## config.mk

```make
export PLATFORM = sky130hd
export DESIGN_NAME = decode_stage_hz
export DESIGN_NICKNAME = d
export VERILOG_FILES = /design/src/rtl/decode_stage_hz_pkg.sv /design/src/rtl/decode_stage_hz_rf.sv /design/src/rtl/decode_stage_hz.sv
export SDC_FILE = /design/constraint.sdc
export NUM_CORES = 2
export LEC_CHECK = 0
export CORE_ASPECT_RATIO = 0.75
export CORE_MARGIN = 2
export CORE_UTILIZATION = 46
export DETAILED_ROUTE_END_ITERATION = 10
export SLEW_MARGIN = 5
export SYNTH_ARGS = -nofsm -noshare
export SYNTH_HDL_FRONTEND = slang
export SYNTH_HIERARCHICAL = 1
export SYNTH_SLANG_ARGS = --single-unit
```

## constraint.sdc

```tcl
create_clock -name clk -period 5.2 [get_ports clk]
set_input_delay 0.78 -clock clk [delete_from_list [all_inputs] [get_ports clk]]
set_output_delay 0.78 -clock clk [all_outputs]
set_load 0.01 [all_outputs]
```

## src/rtl/decode_stage_hz_pkg.sv

```systemverilog
// mini-rv instruction helpers: opcodes, decoded op enum, decode/imm
// functions and operand-usage predicates shared by the decode stage.
package instruction_utils;

  localparam logic [6:0] OP_LUI    = 7'b0110111;
  localparam logic [6:0] OP_AUIPC  = 7'b0010111;
  localparam logic [6:0] OP_JAL    = 7'b1101111;
  localparam logic [6:0] OP_JALR   = 7'b1100111;
  localparam logic [6:0] OP_BRANCH = 7'b1100011;
  localparam logic [6:0] OP_LOAD   = 7'b0000011;
  localparam logic [6:0] OP_STORE  = 7'b0100011;
  localparam logic [6:0] OP_IMM    = 7'b0010011;
  localparam logic [6:0] OP_REG    = 7'b0110011;
  localparam logic [6:0] OP_FENCE  = 7'b0001111;
  localparam logic [6:0] OP_SYSTEM = 7'b1110011;

  localparam logic [6:0] F7_BASE = 7'b0000000;
  localparam logic [6:0] F7_ALT  = 7'b0100000;

  typedef enum logic [5:0] {
    I_LUI, I_AUIPC, I_JAL, I_JALR,
    I_BEQ, I_BNE, I_BLT, I_BGE, I_BLTU, I_BGEU,
    I_LB, I_LH, I_LW, I_LBU, I_LHU,
    I_SB, I_SH, I_SW,
    I_ADDI, I_SLTI, I_SLTIU, I_XORI, I_ORI, I_ANDI,
    I_SLLI, I_SRLI, I_SRAI,
    I_ADD, I_SUB, I_SLL, I_SLT, I_SLTU,
    I_XOR, I_SRL, I_SRA, I_OR, I_AND,
    I_FENCE, I_ECALL, I_EBREAK, I_ILLEGAL
  } rv32i_instr_e;

  function automatic rv32i_instr_e decode(input logic [31:0] i);
    rv32i_instr_e t;
    logic [2:0] f3;
    logic [6:0] f7;
    f3 = i[14:12];
    f7 = i[31:25];
    t = I_ILLEGAL;
    case (i[6:0])
      OP_LUI:   t = I_LUI;
      OP_AUIPC: t = I_AUIPC;
      OP_JAL:   t = I_JAL;
      OP_JALR:  if (f3 == 3'd0) t = I_JALR;
      OP_BRANCH:
        case (f3)
          3'd0: t = I_BEQ;
          3'd1: t = I_BNE;
          3'd4: t = I_BLT;
          3'd5: t = I_BGE;
          3'd6: t = I_BLTU;
          3'd7: t = I_BGEU;
          default: t = I_ILLEGAL;
        endcase
      OP_LOAD:
        case (f3)
          3'd0: t = I_LB;
          3'd1: t = I_LH;
          3'd2: t = I_LW;
          3'd4: t = I_LBU;
          3'd5: t = I_LHU;
          default: t = I_ILLEGAL;
        endcase
      OP_STORE:
        case (f3)
          3'd0: t = I_SB;
          3'd1: t = I_SH;
          3'd2: t = I_SW;
          default: t = I_ILLEGAL;
        endcase
      OP_IMM:
        case (f3)
          3'd0: t = I_ADDI;
          3'd2: t = I_SLTI;
          3'd3: t = I_SLTIU;
          3'd4: t = I_XORI;
          3'd6: t = I_ORI;
          3'd7: t = I_ANDI;
          3'd1: if (f7 == F7_BASE) t = I_SLLI;
          default:
            if (f7 == F7_BASE) t = I_SRLI;
            else if (f7 == F7_ALT) t = I_SRAI;
        endcase
      OP_REG:
        if (f7 == F7_BASE) begin
          case (f3)
            3'd0: t = I_ADD;
            3'd1: t = I_SLL;
            3'd2: t = I_SLT;
            3'd3: t = I_SLTU;
            3'd4: t = I_XOR;
            3'd5: t = I_SRL;
            3'd6: t = I_OR;
            default: t = I_AND;
          endcase
        end else if (f7 == F7_ALT) begin
          if (f3 == 3'd0) t = I_SUB;
          else if (f3 == 3'd5) t = I_SRA;
        end
      OP_FENCE: t = I_FENCE;
      OP_SYSTEM:
        if (i == 32'h0000_0073) t = I_ECALL;
        else if (i == 32'h0010_0073) t = I_EBREAK;
      default: t = I_ILLEGAL;
    endcase
    return t;
  endfunction

  function automatic logic [31:0] imm_gen(input logic [31:0] i);
    logic [31:0] imm;
    case (i[6:0])
      OP_LUI, OP_AUIPC:
        imm = {i[31:12], 12'd0};
      OP_JAL:
        imm = {{12{i[31]}}, i[19:12], i[20], i[30:21], 1'b0};
      OP_JALR, OP_LOAD, OP_IMM, OP_FENCE, OP_SYSTEM:
        imm = {{20{i[31]}}, i[31:20]};
      OP_STORE:
        imm = {{20{i[31]}}, i[31:25], i[11:7]};
      OP_BRANCH:
        imm = {{20{i[31]}}, i[7], i[30:25], i[11:8], 1'b0};
      default:
        imm = 32'd0;
    endcase
    return imm;
  endfunction

  function automatic logic uses_rs1(input logic [31:0] i);
    return i[6:0] inside {OP_JALR, OP_BRANCH, OP_LOAD, OP_STORE,
                          OP_IMM, OP_REG, OP_FENCE, OP_SYSTEM};
  endfunction

  function automatic logic uses_rs2(input logic [31:0] i);
    return i[6:0] inside {OP_BRANCH, OP_STORE, OP_REG};
  endfunction

  function automatic logic writes_rd(input logic [31:0] i);
    return i[6:0] inside {OP_LUI, OP_AUIPC, OP_JAL, OP_JALR,
                          OP_LOAD, OP_IMM, OP_REG};
  endfunction

  // Opcode-class mnemonic as packed ASCII, for trace printers.
  function automatic logic [39:0] disassemble(input logic [31:0] i);
    logic [39:0] s;
    case (i[6:0])
      OP_LUI:    s = "lui  ";
      OP_AUIPC:  s = "auipc";
      OP_JAL:    s = "jal  ";
      OP_JALR:   s = "jalr ";
      OP_BRANCH: s = "br   ";
      OP_LOAD:   s = "load ";
      OP_STORE:  s = "store";
      OP_IMM:    s = "opimm";
      OP_REG:    s = "op   ";
      OP_FENCE:  s = "fence";
      OP_SYSTEM: s = "sys  ";
      default:   s = "ill  ";
    endcase
    return s;
  endfunction

endpackage

```

## src/rtl/decode_stage_hz_rf.sv

```systemverilog
// Register file: two combinational read ports with optional
// same-cycle write-back bypass, one write port; x0 is hardwired to 0.
module rv_reg_file #(
  parameter int XLEN      = 32,
  parameter int NUM_REGS  = 32,
  parameter int WB_BYPASS = 1
) (
  input  logic            clk,
  input  logic [4:0]      rs1_addr,
  input  logic [4:0]      rs2_addr,
  output logic [XLEN-1:0] rs1_data,
  output logic [XLEN-1:0] rs2_data,
  input  logic            wr_en,
  input  logic [4:0]      wr_addr,
  input  logic [XLEN-1:0] wr_data
);

  localparam int AW = $clog2(NUM_REGS);
  localparam logic [5:0] NR = 6'(NUM_REGS);

  logic [XLEN-1:0] registers [NUM_REGS];

  function automatic logic [XLEN-1:0] read_port(input logic [4:0] a);
    if (a == 5'd0 || {1'b0, a} >= NR) return '0;
    if (WB_BYPASS != 0 && wr_en && wr_addr == a) return wr_data;
    return registers[a[AW-1:0]];
  endfunction

  always_comb begin
    rs1_data = read_port(rs1_addr);
    rs2_data = read_port(rs2_addr);
  end

  always_ff @(posedge clk) begin
    if (wr_en && wr_addr != 5'd0 && {1'b0, wr_addr} < NR)
      registers[wr_addr[AW-1:0]] <= wr_data;
  end

endmodule

```

## src/rtl/decode_stage_hz.sv

```systemverilog
// Decode stage with WB bypass, load-use bubble insertion, flush
// and illegal-instruction flagging on the ID/EX register.
module decode_stage_hz
  import instruction_utils::*;
#(
  parameter int XLEN      = 32,
  parameter int NUM_REGS  = 32,
  parameter int WB_BYPASS = 1
) (
  input  logic            clk,
  input  logic            rst,
  input  logic            stall,
  input  logic            flush,
  input  logic            if_id_valid,
  input  logic [31:0]     if_id_instr_data,
  input  logic [XLEN-1:0] if_id_pc,
  input  logic [4:0]      wb_id_rd_addr,
  input  logic            wb_id_wr_en,
  input  logic [XLEN-1:0] wb_id_rd_data,
  input  logic [4:0]      ex_id_rd_addr,
  input  logic            ex_id_is_load,
  output logic            id_ex_valid,
  output rv32i_instr_e    id_ex_instr_type,
  output logic [4:0]      id_ex_rs1_addr,
  output logic [4:0]      id_ex_rs2_addr,
  output logic [XLEN-1:0] id_ex_rs1_data,
  output logic [XLEN-1:0] id_ex_rs2_data,
  output logic [XLEN-1:0] id_ex_imm,
  output logic [XLEN-1:0] id_ex_pc,
  output logic [4:0]      id_ex_rd_addr,
  output logic            id_ex_write_en,
  output logic            id_ex_illegal,
  output logic            stall_if
);

  localparam logic [5:0] NR = 6'(NUM_REGS);

  typedef struct packed {
    logic            valid;
    rv32i_instr_e    itype;
    logic [4:0]      rs1;
    logic [4:0]      rs2;
    logic [XLEN-1:0] d1;
    logic [XLEN-1:0] d2;
    logic [XLEN-1:0] imm;
    logic [XLEN-1:0] pc;
    logic [4:0]      rd;
    logic            we;
    logic            ill;
  } id_ex_t;

  logic [31:0]     instr;
  logic [4:0]      rs1_a;
  logic [4:0]      rs2_a;
  logic [XLEN-1:0] d1;
  logic [XLEN-1:0] d2;
  logic            hz;
  id_ex_t          nxt;
  id_ex_t          bubble;
  id_ex_t          q;

  assign instr = if_id_instr_data;

  rv_reg_file #(
    .XLEN      (XLEN),
    .NUM_REGS  (NUM_REGS),
    .WB_BYPASS (WB_BYPASS)
  ) reg_file (
    .clk      (clk),
    .rs1_addr (rs1_a),
    .rs2_addr (rs2_a),
    .rs1_data (d1),
    .rs2_data (d2),
    .wr_en    (wb_id_wr_en),
    .wr_addr  (wb_id_rd_addr),
    .wr_data  (wb_id_rd_data)
  );

  always_comb begin
    rs1_a = uses_rs1(instr) ? instr[19:15] : 5'd0;
    rs2_a = uses_rs2(instr) ? instr[24:20] : 5'd0;
    bubble = '0;
    bubble.itype = I_ADDI;
    nxt = '0;
    nxt.valid = if_id_valid;
    nxt.itype = decode(instr);
    nxt.rs1 = rs1_a;
    nxt.rs2 = rs2_a;
    nxt.d1 = d1;
    nxt.d2 = d2;
    nxt.imm = XLEN'(signed'(imm_gen(instr)));
    nxt.pc = if_id_pc;
    nxt.rd = writes_rd(instr) ? instr[11:7] : 5'd0;
    nxt.ill = (nxt.itype == I_ILLEGAL)
            | ({1'b0, rs1_a} >= NR)
            | ({1'b0, rs2_a} >= NR)
            | ({1'b0, nxt.rd} >= NR);
    nxt.we = (nxt.rd != 5'd0) & ~nxt.ill;
    // Unused sources are forced to x0, which never matches ex rd != 0.
    hz = if_id_valid & ex_id_is_load & (ex_id_rd_addr != 5'd0)
       & ((ex_id_rd_addr == rs1_a) | (ex_id_rd_addr == rs2_a));
  end

  assign stall_if = (hz | stall) & ~flush & ~rst;

  always_ff @(posedge clk) begin
    if (rst || flush) q <= bubble;
    else if (stall)   q <= q;
    else if (hz)      q <= bubble;
    else              q <= nxt;
  end

  assign id_ex_valid      = q.valid;
  assign id_ex_instr_type = q.itype;
  assign id_ex_rs1_addr   = q.rs1;
  assign id_ex_rs2_addr   = q.rs2;
  assign id_ex_rs1_data   = q.d1;
  assign id_ex_rs2_data   = q.d2;
  assign id_ex_imm        = q.imm;
  assign id_ex_pc         = q.pc;
  assign id_ex_rd_addr    = q.rd;
  assign id_ex_write_en   = q.we;
  assign id_ex_illegal    = q.ill;

endmodule
```

==> metrics.txt <==
status=finished clean; period utilization=0.881; Vias=34800; asr flop ratio synth=0; fmax=218 MHz; first-pass GRT wire length=258000 um; setup_tns=0 ns; Metal-1 WL=72300 um; peak supply drop=0.000272 V; crit-path cells=clkdlybuf4s50_1 > buf_4 > nand4bb_1 > a21oi_1 > o211ai_1 > a221o_1 > o31a_1 > nor3_1 > clkdlybuf4s50_1; YS warnings=6; Total Routed Length=183000 um; initial antenna violation count=8; dpl hpwl=106000 um; Net count, final=3597; max cap viols=0; CTS max path bufs=3; Worst-path clk slew=0.06 ns; EDFF count, synth=1024; TritonRoute pass-1 iters=7; Initial Util=0.465; Die Span X=399 um; Die H=300 um; hold_buf cts=0; Cell Area, Synth=53900 um2; setup ws final=0.617 ns; Cells after Synth=3143; DR DRC count=0; Crit Path Class=in -> out; fraction of layout cells with a size suffix above 1=0.242; top routing layer used=met5; vias in the first global route=34800; met3 wire len=18400 um; gr ovfl total=0; Setup Skew=0.0259 ns; Seq/Total Area, Yosys=0.627; most common cell after layout, fill and taps aside=edfxtp_1; number of setup buffers added after CTS=0; clock tree root driver cell=clkbuf_16; Area Growth Syn to Fin=18.1%; Post-synth top flop=edfxtp_1; Skew-Pair Late Insertion Delay=0.75 ns; post-CTS sizing=0; fill cell total of the finished layout=9082; syn avg cell area=17.1 um2; CP Data Required Time=4.42 ns; crit path buf inv count=3; CTS buffer count=116; Slew headroom=0.147; Die ar.=120000 um2; Hold Crit Class=reg -> reg; CP delay by family, top=compound AO/OA/AOI/OAI gates; CTS tree=yes; WL/cell=35.6 um; Synth Register Bits=1176; Ports=266; Distinct cells, synth=72; crit start category=input port; Pins Over Slew Limit=0; critical path endpoint category=primary output; WHS=0.476 ns; most frequent cells in the layout=edfxtp_1 (1024), mux4_2 (396), clkdlybuf4s50_1 (265), mux2i_1 (258), a22o_1 (190); drt first-iter violations=4558; Crit path arrival time=3.80 ns; Cell Rows=108; Vias per Instance=6.79; Leakage=19.6 nW; antenna viol nets, final=0; port bufs=265; pin count of the biggest net entering global routing=130; Worst path max stage delay=0.59 ns; H-tree Lvls=3; Worst Tran Pin Value=1.27 ns; placer congestion estimate=0.863; final hold violations=0; CORE AREA=116000 um2; # clock sinks=1176; Setup Viol. Count Final=0; CP most frequent cell=clkdlybuf4s50_1; min cycle time layout=4.58 ns; power per cell area=322 nW/um2; crit path max-delay cell type=clkdlybuf4s50_1; pre-CTS setup slack=0.172 ns; Tot GR Track Use=0.303; RSZ-0062 raised after global routing=false; wire length on met2=84200 um; critical path peak fanout=17
[cells in the mapped netlist, types with 4 or more instances]
cell,count,area (um2)
buf_2,61,305
mux2_2,19,214
o221ai_1,33,289
a22oi_1,126,946
mux2i_1,258,2580
a22o_1,190,1660
a211oi_1,37,278
clkbuf_1,139,522
o221a_2,12,135
buf_6,22,248
inv_1,16,60.1
o31ai_1,5,37.5
nand2_1,100,375
o211ai_1,18,135
and3b_1,4,35.0
mux4_2,396,8920
o2111ai_1,11,96.3
buf_1,10,37.5
nand3b_1,5,37.5
o22ai_1,48,300
and3_1,11,68.8
a32o_1,33,330
or3_1,6,37.5
nand3_1,28,140
a21o_1,25,188
a221o_1,12,120
o21ai_0,49,245
a221oi_1,7,61.3
a31oi_1,4,25.0
nand2b_1,14,87.6
nand4_1,5,31.3
buf_4,32,240
a21oi_1,57,285
xnor2_1,9,78.8
dfxtp_1,152,3040
nor3_1,11,55.1
and2_1,9,56.3
edfxtp_1,1024,30700
nor2b_1,13,81.3
nor2_1,81,304
[registers in the layout, summed over array words and instances, names as in the netlist]
register	flops
id_ex_rs1_data	32
id_ex_valid	1
id_ex_imm	32
reg_file/registers	1024
id_ex_instr_type	6
id_ex_rs1_addr	5
id_ex_pc	32
id_ex_rd_addr	5
id_ex_illegal	1
id_ex_rs2_data	32
id_ex_rs2_addr	5
id_ex_write_en	1
[through the flow]
stage | area, um2 | util | total power [mW] | std cells
after global placement | 59600 | 0.514 | 11.7 | 4906
final | 63600 | 0.549 | 20.5 | 5127
after floorplan | 54000 | - | 11.2 | 3174
after detailed placement | 59600 | 0.514 | 11.7 | 4906
after global routing | 63600 | 0.549 | 21.1 | 5127
after CTS | 63600 | 0.549 | 20.6 | 5125
[report_power, final]
group / internal, mW / total, mW / switching, mW / leakage, nW
logic: 0.447 / 1.10 / 0.654 / 7.12
registers: 10.4 / 10.5 / 0.0633 / 10.5
clock network: 5.22 / 8.96 / 3.74 / 1.97
total: 16.1 / 20.5 / 4.46 / 19.6
[metal layers]
metal / global-route usage / up-vias
met3: 0.0700 / 436
met5: 0 / -
met2: 0.464 / 2161
met4: 0.117 / 6
met1: 0.423 / 18200
li1: - / 14000
[final timing paths]
| path | from | endpoint | slack, ns | depth (start not counted) |
|---|---|---|---|---|
| worst max-delay path | if_id_instr_data[2] | stall_if | 0.62 | 9 |
| worst min register to register | id_ex_rs2_addr[4] | id_ex_rs2_addr[4] | 0.48 | 1 |
| worst min-delay path | id_ex_rs2_addr[4] | id_ex_rs2_addr[4] | 0.48 | 1 |
| worst max register to register | reg_file/registers[23][12] | id_ex_rs1_data[12] | 3.12 | 4 |
[area by class of cell]
cell class / instances / area, um2 / area share
Multi-Input combinational cell: 1717 / 19100 / 0.301
Clock buffer: 143 / 3170 / 0.0498
Sequential cell: 1176 / 33800 / 0.531
Timing Repair Buffer: 456 / 4660 / 0.0733
Clock inverter: 76 / 886 / 0.0139
Antenna cell: 2 / 5.00 / 0.0000786
Inverter: 17 / 72.6 / 0.00114
Tap cell: 1540 / 1930 / 0.0303
[cell families after synthesis]
group,after synthesis,synth area share
flops,1176,0.627
compound gates,693,0.0996
mux,673,0.217
simple gates,308,0.0275
buf+inv,281,0.0263
xor+xnor,11,0.00179
other cells,1,0.0000696
No activity file was read; power rests on OpenSTA's default activity.
